[src/rtl/clock_display_pkg.sv]
// Shared constants and helpers for the six-digit HH:MM:SS multiplexed display.
// Segment codes are active-low, bit order {g,f,e,d,c,b,a}.
package clock_display_pkg;

   localparam int NUM_DIGITS = 6;

   localparam logic [6:0] DASH  = 7'h3F;
   localparam logic [6:0] BLANK = 7'h7F;

   // Digit code driven into seg7_decode when a field is out of range.
   localparam logic [3:0] DIGIT_DASH = 4'hA;

   // Indexed by decimal digit; entry 0 is the rightmost element.
   localparam logic [9:0][6:0] SEG_CODE = {7'h10, 7'h00, 7'h78, 7'h02, 7'h12,
                                           7'h19, 7'h30, 7'h24, 7'h79, 7'h40};

   typedef struct packed {
      logic [4:0] hour;
      logic [5:0] minute;
      logic [5:0] sec;
   } time_t;

   typedef struct packed {
      logic [3:0] tens;
      logic [3:0] ones;
   } digits_t;

   // Tens/ones split by range comparison; inputs never exceed 63.
   function automatic digits_t split_dec(input logic [5:0] v);
      digits_t d;
      if (v >= 6'd60) begin
         d.tens = 4'd6; d.ones = 4'(v - 6'd60);
      end else if (v >= 6'd50) begin
         d.tens = 4'd5; d.ones = 4'(v - 6'd50);
      end else if (v >= 6'd40) begin
         d.tens = 4'd4; d.ones = 4'(v - 6'd40);
      end else if (v >= 6'd30) begin
         d.tens = 4'd3; d.ones = 4'(v - 6'd30);
      end else if (v >= 6'd20) begin
         d.tens = 4'd2; d.ones = 4'(v - 6'd20);
      end else if (v >= 6'd10) begin
         d.tens = 4'd1; d.ones = 4'(v - 6'd10);
      end else begin
         d.tens = 4'd0; d.ones = v[3:0];
      end
      return d;
   endfunction

endpackage

[src/rtl/seg7_decode.sv]
// Combinational decimal digit to active-low seven-segment code; 10..15 give a dash.
// Zero latency, no flow control.
module seg7_decode
   import clock_display_pkg::*;
(
   input  logic [3:0] digit,
   output logic [6:0] seg
);

   always_comb begin
      seg = DASH;
      if (digit <= 4'd9) seg = SEG_CODE[digit];
   end

endmodule

[src/rtl/clock_display_mux.sv]
// Time-multiplexed HH:MM:SS driver: one digit per REFRESH_DIV clocks, frame-atomic input snapshot.
// an/seg/dp are registered (1 clk after index/snapshot state); no backpressure.
module clock_display_mux
   import clock_display_pkg::*;
#(
   parameter int REFRESH_DIV = 50000
) (
   input  logic       clk,
   input  logic       rst,
   input  logic [5:0] sec,
   input  logic [5:0] minute,
   input  logic [4:0] hour,
   input  logic       blank_lead,
   output logic [5:0] an,
   output logic [6:0] seg,
   output logic       dp,
   output logic       frame_start
);

   localparam int PW = $clog2(REFRESH_DIV);

   logic [PW-1:0] psc;
   logic [2:0]    idx;
   time_t         snap;
   logic          tick;
   digits_t       s_d, m_d, h_d;
   logic          s_ok, m_ok, h_ok;
   logic [3:0]    cur_digit;
   logic [6:0]    cur_seg;
   logic          blank_now;
   logic [5:0]    an_nxt;
   logic          dp_nxt;

   assign tick        = (psc == PW'(REFRESH_DIV - 1));
   assign frame_start = !rst && (idx == 3'd0) && (psc == '0);

   assign s_d  = split_dec(snap.sec);
   assign m_d  = split_dec(snap.minute);
   assign h_d  = split_dec({1'b0, snap.hour});
   assign s_ok = (snap.sec <= 6'd59);
   assign m_ok = (snap.minute <= 6'd59);
   assign h_ok = (snap.hour <= 5'd23);

   always_comb begin
      cur_digit = DIGIT_DASH;
      case (idx)
         3'd0: cur_digit = s_ok ? s_d.ones : DIGIT_DASH;
         3'd1: cur_digit = s_ok ? s_d.tens : DIGIT_DASH;
         3'd2: cur_digit = m_ok ? m_d.ones : DIGIT_DASH;
         3'd3: cur_digit = m_ok ? m_d.tens : DIGIT_DASH;
         3'd4: cur_digit = h_ok ? h_d.ones : DIGIT_DASH;
         3'd5: cur_digit = h_ok ? h_d.tens : DIGIT_DASH;
         default: cur_digit = DIGIT_DASH;
      endcase
   end

   seg7_decode u_dec (
      .digit (cur_digit),
      .seg   (cur_seg)
   );

   // A dashed hour never counts as a leading zero.
   assign blank_now = (idx == 3'd5) && blank_lead && h_ok && (h_d.tens == 4'd0);
   assign an_nxt    = blank_now ? '1 : ~({{(NUM_DIGITS-1){1'b0}}, 1'b1} << idx);
   assign dp_nxt    = !(((idx == 3'd2) || (idx == 3'd4)) && !snap.sec[0]);

   always_ff @(posedge clk) begin
      if (rst) begin
         psc  <= '0;
         idx  <= '0;
         snap <= '0;
         an   <= '1;
         seg  <= BLANK;
         dp   <= 1'b1;
      end else begin
         an  <= an_nxt;
         seg <= cur_seg;
         dp  <= dp_nxt;
         if (tick) begin
            psc <= '0;
            if (idx == 3'(NUM_DIGITS - 1)) begin
               idx  <= '0;
               snap <= '{hour: hour, minute: minute, sec: sec};
            end else begin
               idx <= idx + 3'd1;
            end
         end else begin
            psc <= psc + PW'(1);
         end
      end
   end

endmodule
[config.mk]
export PLATFORM = sky130hd
export DESIGN_NAME = clock_display_mux
export DESIGN_NICKNAME = d
export VERILOG_FILES = /design/src/rtl/clock_display_pkg.sv /design/src/rtl/seg7_decode.sv /design/src/rtl/clock_display_mux.sv
export SDC_FILE = /design/constraint.sdc
export NUM_CORES = 1
export LEC_CHECK = 0
export CORE_MARGIN = 5
export CORE_UTILIZATION = 60
export CTS_CLUSTER_DIAMETER = 60
export DETAILED_ROUTE_END_ITERATION = 10
export PLACE_DENSITY_LB_ADDON = 0.1
export SKIP_CTS_REPAIR_TIMING = 1
export SLEW_MARGIN = 20
export SYNTH_ARGS = -nofsm -noshare
export SYNTH_HDL_FRONTEND = slang
export SYNTH_HIERARCHICAL = 1
export SYNTH_SLANG_ARGS = --single-unit
[constraint.sdc]
create_clock -name clk -period 8.5 [get_ports clk]
set_input_delay 1.275 -clock clk [delete_from_list [all_inputs] [get_ports clk]]
set_output_delay 1.275 -clock clk [all_outputs]
set_load 0.1 [all_outputs]
==> results.txt <==
- Synthesized area: 3490 µm²
- Biggest cell delay along the critical path: 1170 ps
- After clock tree synthesis, the clock-pin slew on the worst setup and hold paths is 90 ps.
* Run status: completed
* Number of gates on the worst path with buffers counted: 5
* Cell row count: 27
* Area Growth Syn to Fin: 12.0%
- Share of post-route cells with drive strength above 1: 0.115
- The share of the Yosys chip area taken by registers is 0.287.
- The Yosys step of the flow raised 6 warnings.
- Master of the slowest instance on the critical path: sky130_fd_sc_hd__clkdlybuf4s50_1
- The final layout contains 500 nets.
- In this run the standard cell core region covers 5570 µm².
- Post-synth top flop: sky130_fd_sc_hd__dfxtp_1
* Hpwl dp: 5.66 mm
* Vias in the first global route: 2,811
- After synthesis, the netlist uses 69 different library cells.
- Setup repair after global routing missed its margin: no
- Number of buffer and inverter stages on the critical path: 3
* Average instance area after synthesis: 8.06 µm²
- Worst path cell trace: clkdlybuf4s50_1, buf_4, or2_2, nor3_1, clkdlybuf4s50_1
- Dividing the detail-routed wire length by the instance count gives 14.7 µm.
- Int Pwr: 314 µW
- Post-Syn Nets: 480
- The startpoint identified for the worst register-to-register timing path is snap[2].
* Kind of critical path: input port to primary output
- Of the total power, combinational logic draws 0.096.
* DIE WIDTH: 86.3 µm
- STA classifies the critical path startpoint as an input port.
* Post-synthesis register bit count: 50
- Number of hold violations in the final report: 0
- For the pin with the worst max-slew slack, the measured transition is 985 ps.
- Logic depth of the worst register-to-register path: 13
* Critical Path Fanout Max: 36
- Setup Viol. Count Final: 0
* Clock Latency Late Sink: 310 ps
- TritonCTS built the clock tree.
- The die covers 7440 µm².
- Count of buffers inserted at the top-level ports: 34
- Final worst setup slack: 3560 ps
* Dominant cell type by count on the critical path: sky130_fd_sc_hd__clkdlybuf4s50_1
- Cell Count, Final, Fillers Out: 526
- Number of pins with negative max-slew slack in the final report: 0
* PD cells: 110 nW/µm²
- Max-cap check violation count: 0
- Portion of total power attributed to the clock network: 0.348
* CP delay by family, top: buffers and inverters
* Final critical delay including setup and external delays: 4940 ps
- The worst register-to-register path ends at seg[0].
- STA puts the critical path data required time at 7220 ps.
- The worst setup path is captured at a primary output.
- Die Span Y: 86.3 µm
- Detailed Route WL: 7.71 mm
* Pre-antenna DRT Iters: 5
* Gr ovfl total: 0
* Per-cell via count in the routed design: 5.85
* Total number of vias: 3,078
- The analysis attributes to net switching a power of 116 µW.
- Entering global routing, the biggest net connects 37 pins.
- Leakage: 1.39 nW
- The longest clock path from root to sink contains 2 buffers.
- Ant. Diodes: 0
- Synth top cells by count: 50 x sky130_fd_sc_hd__dfxtp_1, 45 x sky130_fd_sc_hd__nand2_1, 39 x sky130_fd_sc_hd__nor2_1
- Minimum setup slack among reg-to-reg paths: 4770 ps
- Antenna-violating nets left: 0
- CTS buffer count: 5
- CP Capture Point: frame_start
- Max Clock Skew: 7.22 ps
- Pre-CTS setup slack: 3550 ps
* Worst setup startpoint: rst
* Most common cell in the netlist: sky130_fd_sc_hd__dfxtp_1
- In this run the clock root is driven by a sky130_fd_sc_hd__clkbuf_8.
- The initial utilization of the core area, before any placement, comes to 0.626.
- The first global-routing pass estimated 13.2 mm of wire.
- The worst hold path belongs to the class flop to flop.
- I/O Pins: 35
- In this run the tightest slew margin relative to its limit is 0.342.
- Of the total power, registers draw 0.556.
- Post-Syn Instances: 433
* Placed Cells incl. Taps: 518
- In the routed design, unresolved DRC markers number 0.
- DRC violation total after the first TritonRoute iteration: 329
* CTS Sinks: 50
* Number of antenna violations at the first check in global routing: 0
- Worst hold margin: 501 ps
- Endpoint arrival time on the critical path: 3660 ps
- In the post-synthesis netlist, the biggest area contributors are sky130_fd_sc_hd__dfxtp_1 29%, sky130_fd_sc_hd__ha_1 9.7%, sky130_fd_sc_hd__nand2_1 4.8%.
* Share of synthesized flip-flops with an asynchronous set or reset: 0
- Across the VDD grid, the largest voltage drop is 0.0753 mV.
- H-Tree Depth: 2
- Counting the fill cells in the layout gives 492.
- Final Wtd Congestion: 0.894
- Yosys mapped a number of flops with a built-in enable equal to 0.
- Of the total power, the share spent switching nets is 0.270.
- Of the post-synthesis cell area, the dominant cell type holds 0.287.
- Fin crit share: 0.581
- sky130_fd_sc_hd__dfxtp_1 takes more of the synthesized area than any other cell.
* Maximum frequency from static timing analysis: 0.202 GHz
- Post-Route Setup TNS: 0 ps
- GR Util All Layers: 0.213
==> metrics by stage <==
stage	total power [mW]	area, µm²	utilization
3_5_place_dp	0.286	3810	0.684
3_3_place_gp	0.285	3810	0.684
6_report	0.430	3910	0.701
4_1_cts	0.435	3910	0.701
5_1_grt	0.448	3910	0.701
2_1_floorplan	0.270	3490	-
==> power by group through the flow <==
stage | Combinational [mW] | Clock [mW] | Sequential, mW
global placement | 0.0411 | 0 | 0.244
floorplan | 0.0128 | 0 | 0.257
finish | 0.0413 | 0.149 | 0.239
detailed placement | 0.0417 | 0 | 0.244
global route | 0.0437 | 0.165 | 0.240
CTS | 0.0417 | 0.154 | 0.239
==> kinds of logic (layout without fill, tap and decap cells) <==
kind of cell,Yosys count,after routing,synth area share
AOI/OAI and AO/OA,108,108,0.232
adders and majority gates,27,27,0.0968
and+or+nand+nor,179,179,0.265
xor gates and xnor gates,18,18,0.0452
muxes,5,5,0.0147
DFF,50,50,0.287
buffers and inverters,46,67,0.0606
==> state kept, by name, indices dropped and copies added, names as in the netlist <==
name / flops
seg: 7
an: 6
idx: 3
psc: 16
dp: 1
snap: 17
==> cell usage in the layout (no fill, tap or decap), drive strengths merged, types with 4 or more instances in the layout <==
cell            n
nor3            8
a21oi          38
dfxtp          50
a21o            5
and3            7
nor2b          11
ha             27
o21ai          15
a211oi          4
nand2          55
nand3          17
nand4           4
a31oi           4
clkdlybuf4s50  34
or2            10
inv            24
nor2           39
clkbuf          5
mux2i           4
xnor2          10
nand2b          8
xor2            8
==> final cells by class <==
cell class,count,area (µm²),area share
clock buffers,5,68.8,0.0176
clock inverters,3,28.8,0.00736
inverters,23,86.3,0.0221
multi-input cells,337,2280,0.583
flip-flops and latches,50,1000,0.256
well taps,72,90.1,0.0230
repair buffers,36,355,0.0909
==> worst min path at each step <==
stage | start | end | slack, ps | depth (start not counted)
6_report | psc[0] | psc[0] | 500 | 1
5_1_grt | psc[0] | psc[0] | 540 | 1
4_1_cts | psc[0] | psc[0] | 500 | 1
3_5_place_dp | psc[0] | psc[0] | 480 | 1
3_3_place_gp | psc[0] | psc[0] | 460 | 1
2_1_floorplan | psc[0] | psc[0] | 440 | 1
==> per-layer routing <==
layer,GRT usage,wire [µm],vias to the layer above,share of wire
li1,-,-,1556,-
met5,0,0,-,0
met3,0.0295,396,8,0.051
met2,0.336,3450,92,0.45
met4,0.0623,77,0,0.010
met1,0.304,3790,1422,0.49
(Power assumes the default switching activity.)
